**src/rtl/kgp_ctrl_pkg.sv**
```systemverilog
// Shared types and encodings for the KGP-RISC multi-cycle control unit.
package kgp_ctrl_pkg;

   typedef enum logic [2:0] {
      S_FETCH,
      S_DECODE,
      S_EXEC,
      S_MEM,
      S_WB,
      S_HALT
   } state_t;

   // Opcodes (compared after zero-extension to 32 bits)
   localparam int unsigned OP_RTYPE = 0;
   localparam int unsigned OP_ADDI  = 1;
   localparam int unsigned OP_COMPI = 2;
   localparam int unsigned OP_LW    = 3;
   localparam int unsigned OP_SW    = 4;
   localparam int unsigned OP_B     = 5;
   localparam int unsigned OP_BR    = 6;
   localparam int unsigned OP_BLTZ  = 7;
   localparam int unsigned OP_BZ    = 8;
   localparam int unsigned OP_BNZ   = 9;
   localparam int unsigned OP_BL    = 10;
   localparam int unsigned OP_BCY   = 11;
   localparam int unsigned OP_BNCY  = 12;
   localparam int unsigned OP_HALT  = 63;

   // R-type function codes
   localparam int unsigned FN_ADD   = 0;
   localparam int unsigned FN_COMP  = 1;
   localparam int unsigned FN_AND   = 2;
   localparam int unsigned FN_XOR   = 3;
   localparam int unsigned FN_SHLL  = 4;
   localparam int unsigned FN_SHRL  = 5;
   localparam int unsigned FN_SHLLV = 6;
   localparam int unsigned FN_SHRLV = 7;
   localparam int unsigned FN_SHRA  = 8;
   localparam int unsigned FN_SHRAV = 9;

   typedef enum logic [2:0] {
      ALU_ADD  = 3'd0,
      ALU_COMP = 3'd1,
      ALU_AND  = 3'd2,
      ALU_XOR  = 3'd3,
      ALU_SHL  = 3'd4,
      ALU_SHRL = 3'd5,
      ALU_SHRA = 3'd6,
      ALU_PASS = 3'd7
   } aluop_t;

   typedef enum logic [1:0] {
      SRC_RT    = 2'd0,
      SRC_IMM   = 2'd1,
      SRC_SHAMT = 2'd2
   } alusrc_t;

   typedef enum logic [1:0] {
      PC_PLUS4 = 2'd0,
      PC_LABEL = 2'd1,
      PC_RS    = 2'd2
   } pcsrc_t;

   function automatic logic isKnownOpcode(input logic [31:0] op);
      return (op <= OP_BNCY) || (op == OP_HALT);
   endfunction

   function automatic logic isBranch(input logic [31:0] op);
      return (op >= OP_B) && (op <= OP_BNCY);
   endfunction

endpackage

```
**src/rtl/kgp_alu_decode.sv**
```systemverilog
// Combinational opcode/funccode to ALU control map used during EXEC.
module kgp_alu_decode
   import kgp_ctrl_pkg::*;
#(
   parameter int OPW = 6,
   parameter int FNW = 5
) (
   input  logic [OPW-1:0] opcode,
   input  logic [FNW-1:0] funccode,
   output aluop_t         aluOp,
   output alusrc_t        aluSrc,
   output logic           aluFrc
);

   logic [31:0] opc;
   logic [31:0] fnc;

   assign opc = 32'(opcode);
   assign fnc = 32'(funccode);

   // Constant shifts take the shift amount field; variable shifts read RT.
   always_comb begin
      aluOp  = ALU_ADD;
      aluSrc = SRC_RT;
      aluFrc = 1'b0;
      case (opc)
         OP_RTYPE: begin
            case (fnc)
               FN_COMP:  aluOp = ALU_COMP;
               FN_AND:   aluOp = ALU_AND;
               FN_XOR:   aluOp = ALU_XOR;
               FN_SHLL:  begin aluOp = ALU_SHL;  aluSrc = SRC_SHAMT; end
               FN_SHRL:  begin aluOp = ALU_SHRL; aluSrc = SRC_SHAMT; end
               FN_SHLLV: aluOp = ALU_SHL;
               FN_SHRLV: aluOp = ALU_SHRL;
               FN_SHRA:  begin aluOp = ALU_SHRA; aluSrc = SRC_SHAMT; end
               FN_SHRAV: aluOp = ALU_SHRA;
               default:  aluOp = ALU_ADD;
            endcase
         end
         OP_ADDI: begin
            aluSrc = SRC_IMM;
            aluFrc = 1'b1;
         end
         OP_COMPI: begin
            aluOp  = ALU_COMP;
            aluSrc = SRC_IMM;
            aluFrc = 1'b1;
         end
         OP_LW, OP_SW: aluSrc = SRC_IMM;
         OP_B, OP_BR, OP_BLTZ, OP_BZ, OP_BNZ, OP_BL, OP_BCY, OP_BNCY:
            aluOp = ALU_PASS;
         default: aluOp = ALU_ADD;
      endcase
   end

endmodule

```
**src/rtl/kgp_control_fsm.sv**
```systemverilog
// Multi-cycle KGP-RISC control unit: sequences fetch, decode, execute,
// memory and write-back with req/ready handshakes and a wait timeout.
module kgp_control_fsm
   import kgp_ctrl_pkg::*;
#(
   parameter int OPW         = 6,
   parameter int FNW         = 5,
   parameter int MEM_TIMEOUT = 255
) (
   input  logic           clk,
   input  logic           rst,
   input  logic [OPW-1:0] opcode,
   input  logic [FNW-1:0] funccode,
   input  logic           zeroFlag,
   input  logic           negFlag,
   input  logic           carryFlag,
   input  logic           imem_ready,
   input  logic           dmem_ready,
   output logic           imem_req,
   output logic           dmem_req,
   output logic           ir_write,
   output logic           pc_write,
   output logic [1:0]     pc_src,
   output logic [2:0]     ALUResOp,
   output logic [1:0]     ALUSrc,
   output logic           ALUFrc,
   output logic           brLink,
   output logic           memToReg,
   output logic           memRead,
   output logic           memWrite,
   output logic           regWrite,
   output logic           halted,
   output logic           err
);

   localparam int CNTW = (MEM_TIMEOUT < 2) ? 1 : $clog2(MEM_TIMEOUT + 1);
   localparam logic [CNTW-1:0] LAST_WAIT = CNTW'((MEM_TIMEOUT == 0) ? 0 : MEM_TIMEOUT - 1);
   localparam bit TIMEOUT_ON = (MEM_TIMEOUT != 0);

   state_t          state, nextState;
   logic [CNTW-1:0] waitCnt;
   logic            carryQ;
   logic            errQ, nextErr;
   logic            loadCarry;
   logic            taken;
   logic            timedOut;
   logic [31:0]     opc;
   aluop_t          decOp;
   alusrc_t         decSrc;
   logic            decFrc;

   assign opc      = 32'(opcode);
   // The last permitted wait cycle without ready gives up the request.
   assign timedOut = TIMEOUT_ON && (waitCnt == LAST_WAIT);

   kgp_alu_decode #(
      .OPW(OPW),
      .FNW(FNW)
   ) uAluDecode (
      .opcode  (opcode),
      .funccode(funccode),
      .aluOp   (decOp),
      .aluSrc  (decSrc),
      .aluFrc  (decFrc)
   );

   // State, error, carry and wait-counter registers; counter restarts on every state change.
   always_ff @(posedge clk or negedge rst) begin
      if (!rst) begin
         state   <= S_FETCH;
         waitCnt <= '0;
         carryQ  <= 1'b0;
         errQ    <= 1'b0;
      end else begin
         state   <= nextState;
         errQ    <= nextErr;
         waitCnt <= (nextState != state) ? '0 : waitCnt + CNTW'(1);
         if (loadCarry) carryQ <= carryFlag;
      end
   end

   // Next-state and Moore output decode; everything forced low while in reset.
   always_comb begin
      nextState = state;
      nextErr   = errQ;
      loadCarry = 1'b0;
      taken     = 1'b0;
      imem_req  = 1'b0;
      dmem_req  = 1'b0;
      ir_write  = 1'b0;
      pc_write  = 1'b0;
      pc_src    = PC_PLUS4;
      ALUResOp  = ALU_ADD;
      ALUSrc    = SRC_RT;
      ALUFrc    = 1'b0;
      brLink    = 1'b0;
      memToReg  = 1'b0;
      memRead   = 1'b0;
      memWrite  = 1'b0;
      regWrite  = 1'b0;
      halted    = 1'b0;
      err       = 1'b0;
      if (rst) begin
         case (state)
            S_FETCH: begin
               imem_req = 1'b1;
               if (imem_ready) begin
                  ir_write  = 1'b1;
                  nextState = S_DECODE;
               end else if (timedOut) begin
                  nextState = S_HALT;
                  nextErr   = 1'b1;
               end
            end
            S_DECODE: begin
               if (opc == OP_HALT) begin
                  nextState = S_HALT;
               end else if (!isKnownOpcode(opc)) begin
                  nextState = S_HALT;
                  nextErr   = 1'b1;
               end else begin
                  nextState = S_EXEC;
               end
            end
            S_EXEC: begin
               ALUResOp  = decOp;
               ALUSrc    = decSrc;
               ALUFrc    = decFrc;
               loadCarry = (decOp == ALU_ADD) || (decOp == ALU_COMP);
               if (isBranch(opc)) begin
                  case (opc)
                     OP_B, OP_BR: taken = 1'b1;
                     OP_BLTZ:     taken = negFlag;
                     OP_BZ:       taken = zeroFlag;
                     OP_BNZ:      taken = !zeroFlag;
                     OP_BL: begin
                        taken    = 1'b1;
                        brLink   = 1'b1;
                        regWrite = 1'b1;
                     end
                     OP_BCY:      taken = carryQ;
                     OP_BNCY:     taken = !carryQ;
                     default:     taken = 1'b0;
                  endcase
                  pc_write  = 1'b1;
                  pc_src    = (opc == OP_BR) ? PC_RS : (taken ? PC_LABEL : PC_PLUS4);
                  nextState = S_FETCH;
               end else if ((opc == OP_LW) || (opc == OP_SW)) begin
                  nextState = S_MEM;
               end else begin
                  nextState = S_WB;
               end
            end
            S_MEM: begin
               dmem_req = 1'b1;
               memRead  = (opc == OP_LW);
               memWrite = (opc == OP_SW);
               if (dmem_ready) begin
                  if (opc == OP_SW) begin
                     pc_write  = 1'b1;
                     nextState = S_FETCH;
                  end else begin
                     nextState = S_WB;
                  end
               end else if (timedOut) begin
                  nextState = S_HALT;
                  nextErr   = 1'b1;
               end
            end
            S_WB: begin
               regWrite  = 1'b1;
               memToReg  = (opc == OP_LW);
               pc_write  = 1'b1;
               nextState = S_FETCH;
            end
            S_HALT: begin
               halted = 1'b1;
               err    = errQ;
            end
            default: nextState = S_HALT;
         endcase
      end
   end

endmodule

```
**config.mk**
```make
export PLATFORM = sky130hd
export DESIGN_NAME = kgp_control_fsm
export DESIGN_NICKNAME = d
export VERILOG_FILES = /design/src/rtl/kgp_ctrl_pkg.sv /design/src/rtl/kgp_alu_decode.sv /design/src/rtl/kgp_control_fsm.sv
export SDC_FILE = /design/constraint.sdc
export NUM_CORES = 1
export LEC_CHECK = 0
export CAP_MARGIN = 20
export CORE_MARGIN = 2
export CORE_UTILIZATION = 30
export DETAILED_ROUTE_END_ITERATION = 8
export HOLD_SLACK_MARGIN = 0.12
export PLACE_DENSITY = 0.57
export RECOVER_POWER = 25
export SYNTH_ARGS = -nofsm -noshare
export SYNTH_HDL_FRONTEND = slang
export SYNTH_HIERARCHICAL = 1
export SYNTH_SLANG_ARGS = --single-unit
```
**constraint.sdc**
```tcl
create_clock -name clk -period 1.84 [get_ports clk]
set_input_delay 0.368 -clock clk [delete_from_list [all_inputs] [get_ports clk]]
set_output_delay 0.368 -clock clk [all_outputs]
set_load 0.05 [all_outputs]
```
==> flow_summary.toml <==
[status]
status = "complete, but fails checks"
violations = "setup timing"

[cells_and_area]
drive_above_1_share_pct = 63.5
utilization_pct = 68.9
fin_nets = 314
final_common_cell = "buf_4"
diodes = 0
layout_common_cells = "buf_4, buf_12, buf_6, nor2_1"
area_growth_pct = 119

[synth]
synth_compound_area_share_pct = 21.4
synth_xor_area_share_pct = 7.58
syn_inst = 178
synth-seq-cells = 13
synth_enable_flop_cells = 0
yosysSeqAreaShare_pct = 23.5
synthFlopType = "dfrtp_1"
syn_avg_cell_area_um2 = 7.79
synth-simple-area-share_pct = 40.1
syn-num-nets = 198
syn-cell-area_um2 = 1390
synthMuxAreaShare_pct = 0.812
synth_cell_types = 51
synth_top_family_by_area = "simple AND/OR/NAND/NOR gates"
ys.warnings.count = 6
async_flop_share_pct = 100
synthAdderAreaFrac_pct = 1.81

[placement]
gp_congestion = 0.899
place_hpwl_mm = 3.55
portBuffers = 36

[detailed_routing]
routedWlPerCell_um = 13.8
drt_wl_total_mm = 4.77
drt_pass1_iterations = 4
viasPerCell = 5.08
drtIter0Drc = 63
ant_nets = 0
drc = 0
num_vias = 1754

[pwr]
p_switching_mw = 0.456
sw_frac_of_total_pct = 34.6
pwr-share-clk_pct = 20.2
p_int_mw = 0.861
power_leakage_nw = 1.30
powerDensity_nw_per_um2 = 433
combPwrFrac_pct = 46.9
vdd_drop_max_uv = 606
pwr-share-seq_pct = 32.9

[timing]
worstMarginPinSlew_ns = 0.430
timing.final.crit_period_ns = 2.02
fmax_ghz = 0.495
fin_ws_ns = -0.180
rsz0062_at_grt = "true"
fin_tns_setup_ns = -3.00
hold_viol = 0
worst_slew_margin_rel_pct = 71.1
min_period_over_period_pct = 110
fin_skew_ns = 0.000834
finalSetupViolations = 28
final_max_slew_viol_count = 0

[clocking]
clockBufferDepth = 2
clk_latency_ns = 0.25
clock-sinks = 13
cts_tree = "built"
clk_pin_slew_ns = 0.06
htree_levels = 1
root_buffer = "clkbuf_8"
cts_buffers = 3
cts_hold_buffers = 0

[setup_path]
reg2reg_slack_ns = -0.13
end_kind = "output pin"
worst_path_largest_cell_delay_ns = 0.44
cpMaxStageDelayCell = "dfrtp_2"
path_class = "flip-flop to output pin"
required_ns = 1.47
cp_cell_sequence = "or3b_4 > nor2_4 > buf_6 > and2_4 > buf_12"
timing.rr.start = "state[2]"
arrival_ns = 1.65
r2r_end = "state[2]"
worstSetupStartpointType = "flip-flop"
cpLargestDelayFamily = "simple AND/OR/NAND/NOR gates"
worstRegToRegCells = 8
crit_fanout = 7
cp.buffers_inverters = 2

[floorplanning]
coreArea_um2 = 4410
die-width_um = 72.0
die-area_um2 = 5180
io_pins = 37
rows = 24
die_h_um = 72.0
start_util_pct = 31.4

[worst_hold_path]
hp-class = "input port to async pin"

[global_route]
grt_use_total_pct = 18.7
grt_pass1_wl_mm = 7.84
antenna_found_initial = 0
grt_max_degree = 14
grt_overflow = 0
grt_pass1_vias = 1747

[job]
cap_violations = 0
[Yosys cell counts (2+ instances only)]
library cell | count | area [um2]
nand2b_1 | 4 | 25.0
xor2_1 | 4 | 35.0
nor3b_1 | 3 | 22.5
ha_1 | 2 | 25.0
a221oi_1 | 2 | 17.5
o211ai_1 | 4 | 30.0
nor3_1 | 8 | 40.0
a31oi_1 | 3 | 18.8
inv_1 | 9 | 33.8
and2_1 | 8 | 50.1
nor4_1 | 2 | 12.5
o22ai_1 | 3 | 18.8
a21oi_1 | 5 | 25.0
dfrtp_1 | 13 | 325
nand2_1 | 12 | 45.0
nor2_1 | 19 | 71.3
o31ai_1 | 2 | 15.0
xnor2_1 | 8 | 70.1
or2_2 | 5 | 31.3
nand3_1 | 6 | 30.0
nor3_2 | 8 | 80.1
or3b_1 | 3 | 26.3
clkbuf_1 | 6 | 22.5
nand3b_1 | 4 | 30.0
o21ai_0 | 6 | 30.0
a22oi_1 | 4 | 30.0
[stage by stage]
stage                     worst slack (ns)  power [mW]  instance area, um2  hold WS [ns]  instances
after floorplan                     -0.463       0.752                1570        0.0724        178
after global placement              -0.586       0.979                2610         0.451        325
after detailed placement            -0.606       0.995                2610         0.454        325
after CTS                           -0.171        1.31                2890         0.303        341
after global routing                -0.210        1.40                3040         0.394        345
final                               -0.180        1.32                3040         0.377        345
[registers in the layout, summed over array words and instances (netlist names)]
register,flops
state,3
carryQ,1
waitCnt,8
errQ,1
[cell type report]
cell class	count	area, um2
sequential	13	329
multi-input combinational	148	1330
inverter	10	40.0
clock buffer	3	41.3
timing repair buffer	118	1230
tap	52	65.1
clock inverter	1	5.00
fill	331	1370
[metal layers]
layer	global-route usage [%]	wire, um	vias to the layer above
met5	0	0	-
met4	2.10	31	0
met3	2.92	112	4
met2	32.8	2550	33
met1	25.0	2080	837
li1	-	-	880
[power groups by stage]
stage                     logic [mW]  clock network, mW  registers [mW]
after floorplan                0.314                  0           0.438
after global placement         0.546                  0           0.433
after detailed placement       0.557                  0           0.438
after CTS                      0.600              0.272           0.434
after global routing           0.671              0.286           0.444
final                          0.618              0.266           0.433
[worst max path at each step]
| stage | start | to | slack, ns | cells past startpoint |
|---|---|---|---|---|
| 6_report | state[2] | ALUSrc[0] | -0.18 | 5 |
| 5_1_grt | state[2] | state[2] | -0.21 | 8 |
| 4_1_cts | state[0] | ALUResOp[2] | -0.17 | 5 |
| 3_5_place_dp | opcode[1] | waitCnt[1] | -0.61 | 6 |
| 3_3_place_gp | opcode[2] | ALUResOp[1] | -0.59 | 7 |
| 2_1_floorplan | state[2] | pc_write | -0.46 | 6 |
[cell families after synthesis]
logic type / after synthesis
AO/OA/AOI/OAI: 39
XOR/XNOR: 12
adder cells (fa/ha/maj): 2
buffers and inverters: 17
flip-flops: 13
multiplexers: 1
AND/OR/NAND/NOR: 94
[timing repair]
action                     in CTS  in global routing
setup endpoints to repair      30                 27
resized for setup              82                 29
pin swaps                      28                 16
setup buffers                  12                  4
Note: power is estimated with default switching activity, not from simulation.
